**src/rtl/lookupflow_req.sv**
```systemverilog
// Flow-lookup requester: collects the 12-byte MAC tuple from each received frame,
// runs the req/ack handshake with the responder and reports the forwarding decision.
module lookupflow_req #(
  parameter int          TIMEOUT      = 16,
  parameter logic [3:0]  DEFAULT_PORT = 4'b1110
) (
  input  logic        sys_clk,
  input  logic        sys_rst,
  input  logic        rx_valid,
  input  logic        rx_sof,
  input  logic        rx_eof,
  input  logic [7:0]  rx_data,
  output logic        req,
  output logic [95:0] tuple,
  input  logic        ack,
  input  logic [3:0]  fwd_port,
  output logic        res_valid,
  output logic [3:0]  res_port,
  output logic        res_timeout,
  output logic [15:0] drop_cnt
);

  // state   | meaning
  // IDLE    | no lookup outstanding; issue one as soon as a tuple is pending
  // REQ     | req high, tuple stable, waiting for ack or timer expiry
  // RELEASE | decision reported; wait for the responder to drop ack
  typedef enum logic [1:0] {IDLE, REQ, RELEASE} state_t;

  localparam logic [7:0] TIMER_LAST = 8'(TIMEOUT - 1);

  state_t       state;
  logic [3:0]   idx;
  logic [95:0]  collect;
  logic [95:0]  collect_nxt;
  logic [95:0]  pend_buf;
  logic         pending;
  logic [7:0]   timer;
  logic         complete;
  logic         short_frame;
  logic         take;
  logic         overrun;

  always_comb begin
    collect_nxt = collect;
    if (rx_valid) begin
      if (rx_sof) begin
        collect_nxt[95:88] = rx_data;
      end else begin
        for (int i = 0; i < 12; i++) begin
          if (idx == 4'(i)) collect_nxt[95-8*i -: 8] = rx_data;
        end
      end
    end
  end

  // An SOF byte always lands in slot 0, so it can never complete a tuple.
  assign complete    = rx_valid & ~rx_sof & (idx == 4'd11);
  assign short_frame = rx_valid & rx_eof & (rx_sof | (idx < 4'd11));
  assign take        = (state == IDLE) & pending;
  assign overrun     = complete & pending & ~take;

  always_ff @(posedge sys_clk or posedge sys_rst) begin
    if (sys_rst) begin
      idx     <= 4'd0;
      collect <= 96'd0;
    end else begin
      collect <= collect_nxt;
      if (rx_valid) begin
        if (rx_sof)              idx <= 4'd1;
        else if (idx < 4'd12)    idx <= idx + 4'd1;
      end
    end
  end

  always_ff @(posedge sys_clk or posedge sys_rst) begin
    if (sys_rst) begin
      pending  <= 1'b0;
      pend_buf <= 96'd0;
    end else if (complete && (!pending || take)) begin
      pending  <= 1'b1;
      pend_buf <= collect_nxt;
    end else if (take) begin
      pending  <= 1'b0;
    end
  end

  always_ff @(posedge sys_clk or posedge sys_rst) begin
    if (sys_rst) begin
      drop_cnt <= 16'd0;
    end else if ((short_frame || overrun) && drop_cnt != 16'hFFFF) begin
      drop_cnt <= drop_cnt + 16'd1;
    end
  end

  always_ff @(posedge sys_clk or posedge sys_rst) begin
    if (sys_rst) begin
      state       <= IDLE;
      req         <= 1'b0;
      tuple       <= 96'd0;
      timer       <= 8'd0;
      res_valid   <= 1'b0;
      res_port    <= 4'd0;
      res_timeout <= 1'b0;
    end else begin
      res_valid <= 1'b0;
      case (state)
        IDLE: begin
          req <= 1'b0;
          if (pending) begin
            tuple <= pend_buf;
            timer <= 8'd0;
            req   <= 1'b1;
            state <= REQ;
          end
        end
        REQ: begin
          if (ack) begin
            res_port    <= fwd_port;
            res_timeout <= 1'b0;
            res_valid   <= 1'b1;
            req         <= 1'b0;
            state       <= RELEASE;
          end else if (timer == TIMER_LAST) begin
            res_port    <= DEFAULT_PORT;
            res_timeout <= 1'b1;
            res_valid   <= 1'b1;
            req         <= 1'b0;
            state       <= RELEASE;
          end else begin
            timer <= timer + 8'd1;
          end
        end
        RELEASE: begin
          req <= 1'b0;
          if (!ack) state <= IDLE;
        end
        default: begin
          req   <= 1'b0;
          state <= IDLE;
        end
      endcase
    end
  end

endmodule

```
**config.mk**
```make
export PLATFORM = sky130hd
export DESIGN_NAME = lookupflow_req
export DESIGN_NICKNAME = d
export VERILOG_FILES = /design/src/rtl/lookupflow_req.sv
export SDC_FILE = /design/constraint.sdc
export NUM_CORES = 1
export LEC_CHECK = 0
export ABC_AREA = 1
export BUFFER_PORTS_ARGS = -buffer_cell sky130_fd_sc_hd__buf_4
export CORE_UTILIZATION = 50
export DETAILED_ROUTE_END_ITERATION = 16
export PLACE_DENSITY = 0.72
export SLEW_MARGIN = 25
export SYNTH_ARGS = -nofsm -noshare
export SYNTH_HDL_FRONTEND = slang
export SYNTH_SLANG_ARGS = --single-unit
```
**constraint.sdc**
```tcl
create_clock -name sys_clk -period 15.8 [get_ports sys_clk]
set_clock_uncertainty 0.15 [all_clocks]
set_input_delay 3.16 -clock sys_clk [delete_from_list [all_inputs] [get_ports sys_clk]]
set_output_delay 3.16 -clock sys_clk [all_outputs]
set_load 0.1 [all_outputs]
```
==> flow_summary.ini <==
[outcome]
status = completed

[setup_path]
critical_path.startpoint_type = input port
worstPathArrival_ns = 5.42
timing.reg2reg.setup_slack_ns = 12.74
critPathCaptureType = flop
worstPathRequired_ns = 16.03
critical_path.max_fanout = 86
worst-setup-path-type = input port to flop

[sta]
tightest_slew_ns = 0.970
hold_violations = 0
fmax_mhz = 193
period_needed_ns = 5.19
setup_viol = 0
setup_tns_ns = 0
rsz0062_at_grt = false
period_share_pct = 32.9
slew_headroom_pct = 35.3
slew_viol_final = 0

[placement]
dp_hpwl_mm = 17.2
portBuffers = 136
dp_cells = 1750
gp_congestion = 0.846

[synthesis]
ys_warn_count = 0
syn_nets = 1374
synthTopCellsByCount = 454 x nand2_1, 318 x dfrtp_1, 240 x o21ai_0
avgSynthCellArea_um2 = 9.30
synthFlopType = dfrtp_1
synthMostInstantiatedCell = nand2_1
async_reset_ff_share_pct = 100
yosysSeqAreaShare_pct = 63.4
synth_top_cell_by_area = dfrtp_1
syn_area_um2 = 12600
synth_top_cell_area_share_pct = 63.4
ys_top_cells_by_area = dfrtp_1 63%, nand2_1 14%, o21ai_0 9.6%
synthCells = 1350
synth-edff-count = 0
ys_ff_latch = 318
synth.distinct_cells = 27

[global_route]
track_usage_pct = 21.3
overflow = 0
grt_pass1_vias = 8693
grt_pass1_wl_mm = 44.7
grt_max_degree = 182
antenna_found_initial = 0

[floorplan]
rows = 57
ios = 137
start_util_pct = 51.3
die_area_um2 = 25800
die_x_um = 160
fp.dieH_um = 160
core-area_um2 = 24500

[cells_and_area]
final_util_pct = 60.3
fillerInstances = 2111
antenna_cells = 0
instances_no_fill = 1805
drive_gt1_share_pct = 14.8
areaGrowthSynthToFinish_pct = 17.5
nets = 1483

[clock_network]
clk_pin_slew_ns = 0.06
post-cts-setup-buffers = 0
cts_tree = built
hold_buffers = 0
clk_path_buf_depth = 3
cts-root-buf = clkbuf_16
cts_max_level = 1
clk_latency_ns = 0.54
clock_sinks = 318
cts-resized-gates = 0
cts_inserted_buffers = 31

[detailed_routing]
wirelength_mm = 26.9
antenna_left = 0
vias = 9187
dr.pass1.iters = 8
wl_per_cell_um = 14.9
route.detailed.drc = 0
drtIter0Drc = 730
vias_per_cell = 5.09

[pwr]
ir_drop_uv = 123
p_per_area_nw_per_um2 = 171
p_leak_nw = 7.53

[hold_path]
hp-class = flop to flop

[flow_run]
maxCapViolCount = 0
[kinds of logic after synthesis]
kind of cell | share of synthesized area (%)
simple gates | 16.9
flops | 63.4
compound gates | 11.2
buf+inv | 5.89
mux | 1.43
xor+xnor | 0.628
fa+ha+maj | 0.598
[cell usage in the layout, fill, tap and decap left out, types with 3 or more instances in the layout]
master     instances
a21oi_1            3
buf_4            138
clkbuf_1          10
clkbuf_16         31
clkbuf_8           8
clkinv_2           4
dfrtp_1          318
ha_1               6
inv_1            115
mux2_2            16
nand2_1          452
nand3_1           24
nand4_1            6
nor2_1            42
nor2_2             7
o21ai_0          240
o21ai_1           33
xnor2_1            5
xor2_1             4
[path summary, 6_finish.rpt]
| kind | start | endpoint | cells past startpoint |
|---|---|---|---|
| min reg2reg | tuple[8]$_DFFE_PP0N_ | tuple[8]$_DFFE_PP0N_ | 2 |
| min in group asynchronous | sys_rst | res_port[1]$_DFFE_PP0P_ | 2 |
| max reg2reg | idx[1]$_DFFE_PP0P_ | pend_buf[87]$_DFFE_PP0P_ | 7 |
| min | tuple[8]$_DFFE_PP0N_ | tuple[8]$_DFFE_PP0N_ | 2 |
| max | rx_sof | pend_buf[87]$_DFFE_PP0P_ | 8 |
| max in group asynchronous | sys_rst | collect[74]$_DFF_PP0_ | 3 |
[registers in the layout (all words and copies together), names as in the netlist, 2 cells and up]
register	cells
pend_buf	96
tuple	96
collect	88
drop_cnt	16
timer	8
idx	4
res_port	4
state	2
[per-stage QoR]
stage / worst slack [ns] / total power [mW] / cell area [um^2] / hold WS (ns)
after floorplan: 3.69 / 1.65 / 12600 / 0.295
after global placement: 10.18 / 1.80 / 13700 / 0.309
after detailed placement: 10.06 / 1.82 / 13700 / 0.324
after CTS: 10.63 / 2.55 / 14700 / 0.338
after global routing: 10.34 / 2.65 / 14800 / 0.362
final: 10.61 / 2.53 / 14800 / 0.337
[power breakdown]
part	leakage (nW)	total [mW]	internal [mW]	switching (mW)
combinational	3.43	0.745	0.150	0.596
clock	0.495	0.724	0.429	0.295
sequential	3.60	1.06	0.988	0.0721
total	7.53	2.53	1.57	0.963
[critical path, cell delays in order]
cell	delay, ns
buf_4	0.13
inv_1	0.12
nand2_1	0.11
nor2_4	0.17
nand2_4	0.19
inv_4	0.58
buf_4	0.74
o21ai_0	0.20
[layout make-up]
type / count / area, um^2 / area share, %
Clock buffer: 49 / 923 / 6.26
Clock inverter: 6 / 80.1 / 0.543
Inverter: 119 / 462 / 3.13
Multi-Input combinational cell: 850 / 3870 / 26.2
Sequential cell: 318 / 7960 / 53.9
Tap cell: 324 / 405 / 2.75
Timing Repair Buffer: 139 / 1060 / 7.16
[per-layer routing]
metal | track usage (%) | wire length (um)
met2 | 31.9 | 12000
met1 | 32.8 | 13000
met3 | 3.51 | 1470
met4 | 4.37 | 417
met5 | 0 | 0
Power figures use the tool's default switching activity.
